### config.mk
export PLATFORM = sky130hd
export DESIGN_NAME = ublock_share_loader_flat
export DESIGN_NICKNAME = d
export VERILOG_FILES = /design/src/rtl/ublock_pkg.sv /design/src/rtl/ublock_share_loader_if.sv /design/src/rtl/ublock_share_split.sv /design/src/rtl/ublock_share_loader.sv /design/src/flat_wrapper.sv
export SDC_FILE = /design/constraint.sdc
export NUM_CORES = 2
export LEC_CHECK = 0
export ABC_CLOCK_PERIOD_IN_PS = 35000
export CAP_MARGIN = 20
export CORE_AREA = 2 2 605 607
export DETAILED_ROUTE_END_ITERATION = 8
export DIE_AREA = 0 0 607 609
export HOLD_SLACK_MARGIN = 0.05
export PLACE_DENSITY = 0.3
export SLEW_MARGIN = 30
export SYNTH_ARGS = -nofsm -noshare
export SYNTH_HDL_FRONTEND = slang
export SYNTH_SLANG_ARGS = --single-unit
export TNS_END_PERCENT = 10
### constraint.sdc
create_clock -name clk -period 35 [get_ports clk]
set_clock_uncertainty 0.2 [all_clocks]
set_input_delay 7 -clock clk [delete_from_list [all_inputs] [get_ports clk]]
set_output_delay 7 -clock clk [all_outputs]
set_load 0.01 [all_outputs]
### src/rtl/ublock_pkg.sv
// ublock_pkg: shared FSM state encoding, 128-bit datapath width and rnd slice positions
package ublock_pkg;
  localparam int W = 128;
  localparam int RW = 256;
  localparam int PM_LSB = 0;
  localparam int KM_LSB = 128;
  typedef enum logic [1:0] {S_IDLE, S_START, S_RUN, S_OUT} state_t;
endpackage

### src/rtl/ublock_share_loader_if.sv
// ublock_share_loader_if: request/engine/result bundle; slave = loader view, master = environment view
interface ublock_share_loader_if;
  import ublock_pkg::*;
  logic in_valid, in_ready, eng_start, eng_occupied, eng_done, out_valid, out_ready, err;
  logic [W-1:0] in_plain, in_key, eng_plain0, eng_plain1, eng_key0, eng_key1;
  logic [W-1:0] eng_cipher0, eng_cipher1, out_cipher0, out_cipher1;
  logic [RW-1:0] rnd;
  modport slave (
    input in_valid, in_plain, in_key, rnd, eng_occupied, eng_done, eng_cipher0, eng_cipher1, out_ready,
    output in_ready, eng_start, eng_plain0, eng_plain1, eng_key0, eng_key1, out_valid, out_cipher0, out_cipher1, err
  );
  modport master (
    output in_valid, in_plain, in_key, rnd, eng_occupied, eng_done, eng_cipher0, eng_cipher1, out_ready,
    input in_ready, eng_start, eng_plain0, eng_plain1, eng_key0, eng_key1, out_valid, out_cipher0, out_cipher1, err
  );
endinterface

### src/rtl/ublock_share_split.sv
// ublock_share_split: combinational XOR masking; i_value/i_mask in, o_share0 = value^mask, o_share1 = mask
module ublock_share_split
  import ublock_pkg::*;
(
  input  logic [W-1:0] i_value,
  input  logic [W-1:0] i_mask,
  output logic [W-1:0] o_share0,
  output logic [W-1:0] o_share1
);
  assign o_share0 = i_value ^ i_mask;
  assign o_share1 = i_mask;
endmodule

### src/rtl/ublock_share_loader.sv
// ublock_share_loader: masks a request into two shares, starts the engine, registers the shared result; ports clk, rst (async high), bus (slave); UBLOCK_OUT_REMASK_EN remasks output shares with rnd[127:0]
module ublock_share_loader
  import ublock_pkg::*;
#(
  parameter int WD_CYCLES = 1023
) (
  input logic clk,
  input logic rst,
  ublock_share_loader_if.slave bus
);
  localparam logic [9:0] WD = 10'(WD_CYCLES);
  state_t r_state, w_next;
  logic [W-1:0] r_p0, r_p1, r_k0, r_k1, r_c0, r_c1;
  logic [W-1:0] w_p0, w_p1, w_k0, w_k1, w_c0, w_c1;
  logic [9:0] r_wd;
  logic r_err, w_acc, w_go, w_cap, w_rel;
  ublock_share_split u_plain (.i_value(bus.in_plain), .i_mask(bus.rnd[PM_LSB +: W]), .o_share0(w_p0), .o_share1(w_p1));
  ublock_share_split u_key (.i_value(bus.in_key), .i_mask(bus.rnd[KM_LSB +: W]), .o_share0(w_k0), .o_share1(w_k1));
`ifdef UBLOCK_OUT_REMASK_EN
  assign w_c0 = bus.eng_cipher0 ^ bus.rnd[PM_LSB +: W];
  assign w_c1 = bus.eng_cipher1 ^ bus.rnd[PM_LSB +: W];
`else
  assign w_c0 = bus.eng_cipher0;
  assign w_c1 = bus.eng_cipher1;
`endif
  assign w_acc = r_state == S_IDLE && bus.in_valid;
  assign w_go = r_state == S_START && !bus.eng_occupied;
  assign w_cap = r_state == S_RUN && bus.eng_done;
  assign w_rel = r_state == S_OUT && bus.out_ready;
  always_comb begin
    bus.in_ready = r_state == S_IDLE;
    bus.eng_start = w_go;
    w_next = w_acc ? S_START : w_go ? S_RUN : w_cap ? S_OUT : w_rel ? S_IDLE : r_state;
  end
  always_ff @(posedge clk or posedge rst) begin
    if (rst) begin
      r_state <= S_IDLE;
      {r_p0, r_p1, r_k0, r_k1, r_c0, r_c1} <= '0;
      r_wd <= '0;
      r_err <= 1'b0;
    end else begin
      r_state <= w_next;
      if (w_acc) {r_p0, r_p1, r_k0, r_k1} <= {w_p0, w_p1, w_k0, w_k1};
      if (w_go) r_wd <= '0;
      else if (r_state == S_RUN && !bus.eng_done && r_wd != WD) begin
        r_wd <= r_wd + 10'd1;
        if (r_wd == WD - 10'd1) r_err <= 1'b1;
      end
      if (w_cap) {r_c0, r_c1} <= {w_c0, w_c1};
    end
  end
  assign bus.eng_plain0 = r_p0;
  assign bus.eng_plain1 = r_p1;
  assign bus.eng_key0 = r_k0;
  assign bus.eng_key1 = r_k1;
  assign bus.out_valid = r_state == S_OUT;
  assign bus.out_cipher0 = r_c0;
  assign bus.out_cipher1 = r_c1;
  assign bus.err = r_err;
endmodule

### src/flat_wrapper.sv
// flat-port wrapper written by rule: the top's interface ports become plain ports
module ublock_share_loader_flat import ublock_pkg::*;
#(
  parameter int WD_CYCLES = 1023
)
  (clk, rst, bus_in_valid, bus_in_plain, bus_in_key, bus_rnd, bus_eng_occupied, bus_eng_done, bus_eng_cipher0, bus_eng_cipher1, bus_out_ready, bus_in_ready, bus_eng_start, bus_eng_plain0, bus_eng_plain1, bus_eng_key0, bus_eng_key1, bus_out_valid, bus_out_cipher0, bus_out_cipher1, bus_err);
  ublock_share_loader_if bus_i ();
  input logic clk;
  input logic rst;
  input wire logic [$bits(bus_i.in_valid)-1:0] bus_in_valid;
  input wire logic [$bits(bus_i.in_plain)-1:0] bus_in_plain;
  input wire logic [$bits(bus_i.in_key)-1:0] bus_in_key;
  input wire logic [$bits(bus_i.rnd)-1:0] bus_rnd;
  input wire logic [$bits(bus_i.eng_occupied)-1:0] bus_eng_occupied;
  input wire logic [$bits(bus_i.eng_done)-1:0] bus_eng_done;
  input wire logic [$bits(bus_i.eng_cipher0)-1:0] bus_eng_cipher0;
  input wire logic [$bits(bus_i.eng_cipher1)-1:0] bus_eng_cipher1;
  input wire logic [$bits(bus_i.out_ready)-1:0] bus_out_ready;
  output wire logic [$bits(bus_i.in_ready)-1:0] bus_in_ready;
  output wire logic [$bits(bus_i.eng_start)-1:0] bus_eng_start;
  output wire logic [$bits(bus_i.eng_plain0)-1:0] bus_eng_plain0;
  output wire logic [$bits(bus_i.eng_plain1)-1:0] bus_eng_plain1;
  output wire logic [$bits(bus_i.eng_key0)-1:0] bus_eng_key0;
  output wire logic [$bits(bus_i.eng_key1)-1:0] bus_eng_key1;
  output wire logic [$bits(bus_i.out_valid)-1:0] bus_out_valid;
  output wire logic [$bits(bus_i.out_cipher0)-1:0] bus_out_cipher0;
  output wire logic [$bits(bus_i.out_cipher1)-1:0] bus_out_cipher1;
  output wire logic [$bits(bus_i.err)-1:0] bus_err;
  assign bus_i.in_valid = bus_in_valid;
  assign bus_i.in_plain = bus_in_plain;
  assign bus_i.in_key = bus_in_key;
  assign bus_i.rnd = bus_rnd;
  assign bus_i.eng_occupied = bus_eng_occupied;
  assign bus_i.eng_done = bus_eng_done;
  assign bus_i.eng_cipher0 = bus_eng_cipher0;
  assign bus_i.eng_cipher1 = bus_eng_cipher1;
  assign bus_i.out_ready = bus_out_ready;
  assign bus_in_ready = bus_i.in_ready;
  assign bus_eng_start = bus_i.eng_start;
  assign bus_eng_plain0 = bus_i.eng_plain0;
  assign bus_eng_plain1 = bus_i.eng_plain1;
  assign bus_eng_key0 = bus_i.eng_key0;
  assign bus_eng_key1 = bus_i.eng_key1;
  assign bus_out_valid = bus_i.out_valid;
  assign bus_out_cipher0 = bus_i.out_cipher0;
  assign bus_out_cipher1 = bus_i.out_cipher1;
  assign bus_err = bus_i.err;
  ublock_share_loader #(.WD_CYCLES(WD_CYCLES)) u_core (.clk(clk), .rst(rst), .bus(bus_i));
endmodule
## Yosys cells after proc, flatten, opt, wreduce, memory -nomap -nowiden

Index checks and enable logic that the tools add are counted.

| operators by class | value |
|---|---|
| shifts and indexed selects | 0 |
| bitwise gates (word level) | 3 |
| order comparisons | 0 |
| divide/modulo/power cells | 0 |
| multipliers | 0 |
| muxes and demuxes | 6 |
| add/sub/neg operators | 1 |
| equality and inequality tests | 5 |
| reductions and logical operators | 12 |

Operators with widths:

| operator | count |
|---|---|
| $xor A128 B128 Y128 | 2 |
| $mux W10 | 2 |
| $add A10 B1 Y10 const B | 1 |
| $eq A10 B10 Y1 const B | 1 |
| $ne A10 B10 Y1 const B | 1 |
| $mux W2 | 4 |
| $logic_and A1 B1 Y1 | 6 |
| $eq A2 B2 Y1 const B | 2 |
| $reduce_bool A4 Y1 | 1 |
| $reduce_and A3 Y1 | 1 |
| $eq A2 B1 Y1 const B | 1 |
| $logic_not A1 Y1 | 2 |
| $logic_not A2 Y1 | 1 |
| $reduce_bool A2 Y1 | 1 |
| $not A1 Y1 | 1 |

| word-level totals | value |
|---|---|
| latch bits | 0 |
| input bits | 774 |
| memory bits (writable) | 0 |
| memories | 0 |
| register bits after elaboration | 781 |
| output and inout bits | 772 |
| memory bits (read-only) | 0 |
| word-level logic and storage cells | 36 |

## Longest topological paths before layout

| depth | value |
|---|---|
| word-level depth | 6 |
| gate-level depth with buffers | 9 |
| gate-level depth less buffers | 5 |

## Cells and area by module

Synthesis repeated with hierarchy kept, for this count alone.

| unflattened totals | value |
|---|---|
| cells, all modules | 2214 |
| area, all modules | 33208.1 um^2 |

By module, submodules not included:

| module | area each (um^2) | sequential area each (um^2) | times used | cells each |
|---|---|---|---|---|
| ublock_share_loader | 29044.1 | 19543.7 | 1 | 1702 |
| ublock_share_split | 2082.0 | 0.0 | 2 | 256 |

## Worst setup path after synthesis

No wires, ideal clock.

| timing | value |
|---|---|
| path kind | input to output |
| start point | input port bus_eng_occupied |
| end point | output port bus_eng_start |
| path buffers | 1 |
| path slack | 20.131 ns |
| stages on the path | 2 |
| data required time | 27.800 ns |
| arrival time | 7.669 ns |
| cells stage by stage | nor3b_1 > clkbuf_1 |

| on the way | value |
|---|---|
| cells in the longest elaborated chain, start to end | 2 |

RTL lines:

| what | line | RTL |
|---|---|---|
| start, declared | flat_wrapper.sv:14 | `input wire logic [$bits(bus_i.eng_occupied)-1:0] bus_eng_occupied;` |
| $logic_not A1 Y1 | ublock_share_loader.sv:27 | `assign w_go = r_state == S_START && !bus.eng_occupied;` |
| $logic_and A1 B1 Y1 | ublock_share_loader.sv:27 |  |
| end, declared | flat_wrapper.sv:20 | `output wire logic [$bits(bus_i.eng_start)-1:0] bus_eng_start;` |

No other way between the ends.

## Worst setup path in the final report

Ends and elaborated chain as after synthesis.

==> summary.md <==
| Metric | Value |
|---|---|
| Status | `finished clean` |
| Max-cap violations | `0` |
| CTS Buf Count | `118` |
| Comb pwr share | `0.459` |
| Worst path depth | `3` |
| Synth-to-layout area growth | `79.3%` |
| Mapped Area | `31300 µm²` |
| CP Capture Type | `primary output` |
| RSZ-0062 raised after global routing | `no` |
| Final Hold Fails | `0` |
| Most used cell along the critical path | `clkdlybuf4s50_1` |
| Mapped Nets | `3019` |
| Tot GR Track Use | `0.133` |
| Grt peak-use layer | `met2` |
| CTS tree | `done` |
| Setup bufs post-CTS | `0` |
| Synth top area cells | `dfrtp_1 (62%), mux2_2 (18%), xnor2_1 (7.2%), nor2_1 (3.1%), a21oi_1 (2.9%)` |
| Worst hold path type | `flop to flop` |
| Top_reg_cell synth | `dfrtp_1` |
| Yosys warns | `0` |
| Fin crit share | `0.460` |
| Buffers & Inverters on Critical Path | `2` |
| TritonCTS Sinks | `781` |
| Detailed Routing Iterations Pass 1 | `4` |
| PortBufs | `1545` |
| GRT overflow | `0` |
| GPL Wtd Cong | `0.822` |
| Worst skew pair latency | `0.88 ns` |
| Share of cells above drive strength 1 | `0.205` |
| Hold buffers post-CTS | `0` |
| Vias | `25100` |
| Slew HR | `0.378` |
| Crit path launch type | `input port` |
| Number of flops mapped to enable cells by yosys | `0` |
| Crit-path cells | `clkdlybuf4s50_1 -> nor3b_2 -> clkdlybuf4s50_1` |
| Crit path DAT | `8.91 ns` |
| Sum Neg Setup Slack | `0 ns` |
| Slowest cell on the critical path | `nor3b_2` |
| Mux share of post-synthesis cell area | `0.185` |
| # fillers | `40600` |
| WHS | `0.298 ns` |
| Die height | `609 µm` |
| I/O pin count | `1546` |
| Core area | `364000 µm²` |
| Max Freq | `62.1 MHz` |
| Avg Vias per Cell | `2.87` |
| CP Max Fanout | `13` |
| Die Width | `607 µm` |
| Fraction of registers with async set/reset | `1.00` |
| Die Footprint | `370000 µm²` |
| Clk pin slew, worst setup/hold paths | `0.06 ns` |
| Drt wl/cell | `29.1 µm` |
| Synth Register Bits | `781` |
| Sw Ratio | `0.369` |
| Post-synthesis compound-gate area fraction | `0.0543` |
| Power per standard cell area | `92.7 nW/µm²` |
| Multi-input logic area | `11000 µm²` |
| Worst slew pin tran | `0.933 ns` |
| Cts repair resizes | `0` |
| Most frequent cells after synthesis | `dfrtp_1 (781), mux2_2 (513), nor2_1 (262)` |
| Initial core utilization | `0.0861` |
| Met2 Usage GRT | `0.228` |
| Post-Synth Simple-Gate Area | `0.0385` |
| Delay-heaviest family, CP | `buffers and inverters` |
| Routed WL | `254000 µm` |
| Layout net count | `4596` |
| Power Internal | `3.28 mW` |
| XOR/XNOR Fraction of Synth Area | `0.0722` |
| Cell count after synthesis | `2243` |
| Max stage delay on crit path | `0.73 ns` |
| Seq. cell area | `19500 µm²` |
| H-tree depth | `3` |
| Max VDD drop | `0.0344 mV` |
| Detailed Place HPWL | `216000 µm` |
| First-pass GRT wire length | `314000 µm` |
| Leak | `20.7 nW` |
| Minimum clock period | `16.11 ns` |
| Pin count of the biggest net entering global routing | `155` |
| Adder-Cell Fraction of Synth Area | `0.000799` |
| Met3 Resource Use GR | `0.0961` |
| Detail Route Antenna Nets | `0` |
| Clock power share | `0.230` |
| Avg Cell Area, Syn | `14.0 µm²` |
| Hold Path Depth | `1` |
| Drt first-iter violations | `857` |
| Antenna violations before repair | `263` |
| Clock Tree Buf Depth | `4` |
| Seq/Total Area, Yosys | `0.624` |
| # DRC | `0` |
| Vias in the first global route | `26000` |
| Yosys cell types | `37` |
| Worst Path Required | `27.80 ns` |
| Max Slew Vio Count | `0` |
| Flop pwr share | `0.312` |
| Worst setup path class | `input port to primary output` |
| Row cnt | `222` |
| Largest family of logic cells by synthesized area | `multiplexers` |
| Root Buffer Master | `clkbuf_16` |
| Synth area leader | `dfrtp_1` |
| Setup-failing EPs final | `0` |
| Synth top area share | `0.624` |
| Met1 Resource Use GR | `0.128` |
| Top-count cell post-synth | `dfrtp_1` |
| FF-to-FF path depth | `7` |
| Psw | `1.92 mW` |
| Core Util, Final | `0.154` |
worst register-to-register path: stages, from the launching register on:
cell and delay (ns):
dfrtp_1 0.55, nor2_2 0.44, and2_4 0.54, buf_4 0.62
buf_4 0.85, buf_4 0.82, buf_4 0.81, mux2_2 0.49
cell type report:
class / count / share of cell area
antenna: 21 / 0.000936
clock buffer: 173 / 0.0608
clock inverter: 28 / 0.00533
inverter: 5 / 0.000468
multi-input combinational: 1340 / 0.196
sequential: 781 / 0.348
tap: 4816 / 0.107
timing repair buffer: 1574 / 0.281
state kept, by name (all words and copies together), names as in the netlist:
name,cells
u_core.r_wd,10
u_core.bus.out_cipher0,128
u_core.bus.eng_key1,128
u_core.r_state,2
u_core.bus.out_cipher1,128
u_core.bus.eng_plain1,128
u_core.bus.eng_plain0,128
u_core.bus.err,1
u_core.bus.eng_key0,128
cells in the final DEF, fill, tap and decap left out, types with 2 or more instances in the layout:
cell type	count
clkinv_2	14
buf_4	16
mux2_2	513
nor3_1	4
nand3_1	2
xnor2_1	258
nand4_1	3
nor2b_1	2
inv_1	4
clkinvlp_4	6
nor2_1	262
a21oi_2	80
diode_2	21
a211oi_1	4
and3_1	2
clkbuf_1	32
a21oi_1	181
ha_1	2
nand2_1	5
buf_12	3
or3_1	2
buf_16	2
o31ai_1	2
clkinv_4	2
clkbuf_16	120
buf_6	8
clkdlybuf4s50_1	1545
clkbuf_8	21
dfrtp_1	781
bufinv_16	5
metrics by stage:
step                instance area (µm²)  std cells  setup slack, ns  power, mW
floorplan                         31300       2243             5.87       2.47
global placement                  52300       8512            18.87       4.08
detailed placement                52300       8514            18.87       4.09
CTS                               56000       8715            18.86       5.36
global route                      56100       8726            18.81       5.53
finish                            56100       8738            18.89       5.20
path summary, 6_finish.rpt:
kind	from	end	slack, ns
min in group asynchronous	rst	u_core.bus.out_cipher0[103]$_DFFE_PP0P_	6.28
min	u_core.bus.err$_DFFE_PP0P_	u_core.bus.err$_DFFE_PP0P_	0.30
min reg2reg	u_core.bus.err$_DFFE_PP0P_	u_core.bus.err$_DFFE_PP0P_	0.30
max	bus_eng_occupied	bus_eng_start	18.89
max in group asynchronous	rst	u_core.bus.eng_plain1[94]$_DFFE_PP0P_	24.31
max reg2reg	u_core.r_state[1]$_DFFE_PP0P_	u_core.bus.eng_plain1[82]$_DFFE_PP0P_	29.48
per-layer routing:
layer	wire [µm]	vias up
li1	-	10800
met4	7050	124
met2	123000	1316
met1	83800	12200
met3	39800	603
met5	810	-
kinds of logic after synthesis:
group,Yosys count
AOI/OAI and AO/OA,272
xor gates and xnor gates,258
adders and majority gates,2
buffers and inverters,122
DFF,781
muxes,514
and+or+nand+nor,294
power groups by stage:
| stage | clock network (mW) | logic [mW] | registers, mW |
|---|---|---|---|
| CTS | 1.26 | 2.46 | 1.63 |
| finish | 1.19 | 2.39 | 1.62 |
| detailed placement | 0 | 2.45 | 1.64 |
| global route | 1.29 | 2.56 | 1.68 |
| floorplan | 0 | 0.672 | 1.80 |
| global placement | 0 | 2.46 | 1.62 |
Power figures use the tool's default switching activity.
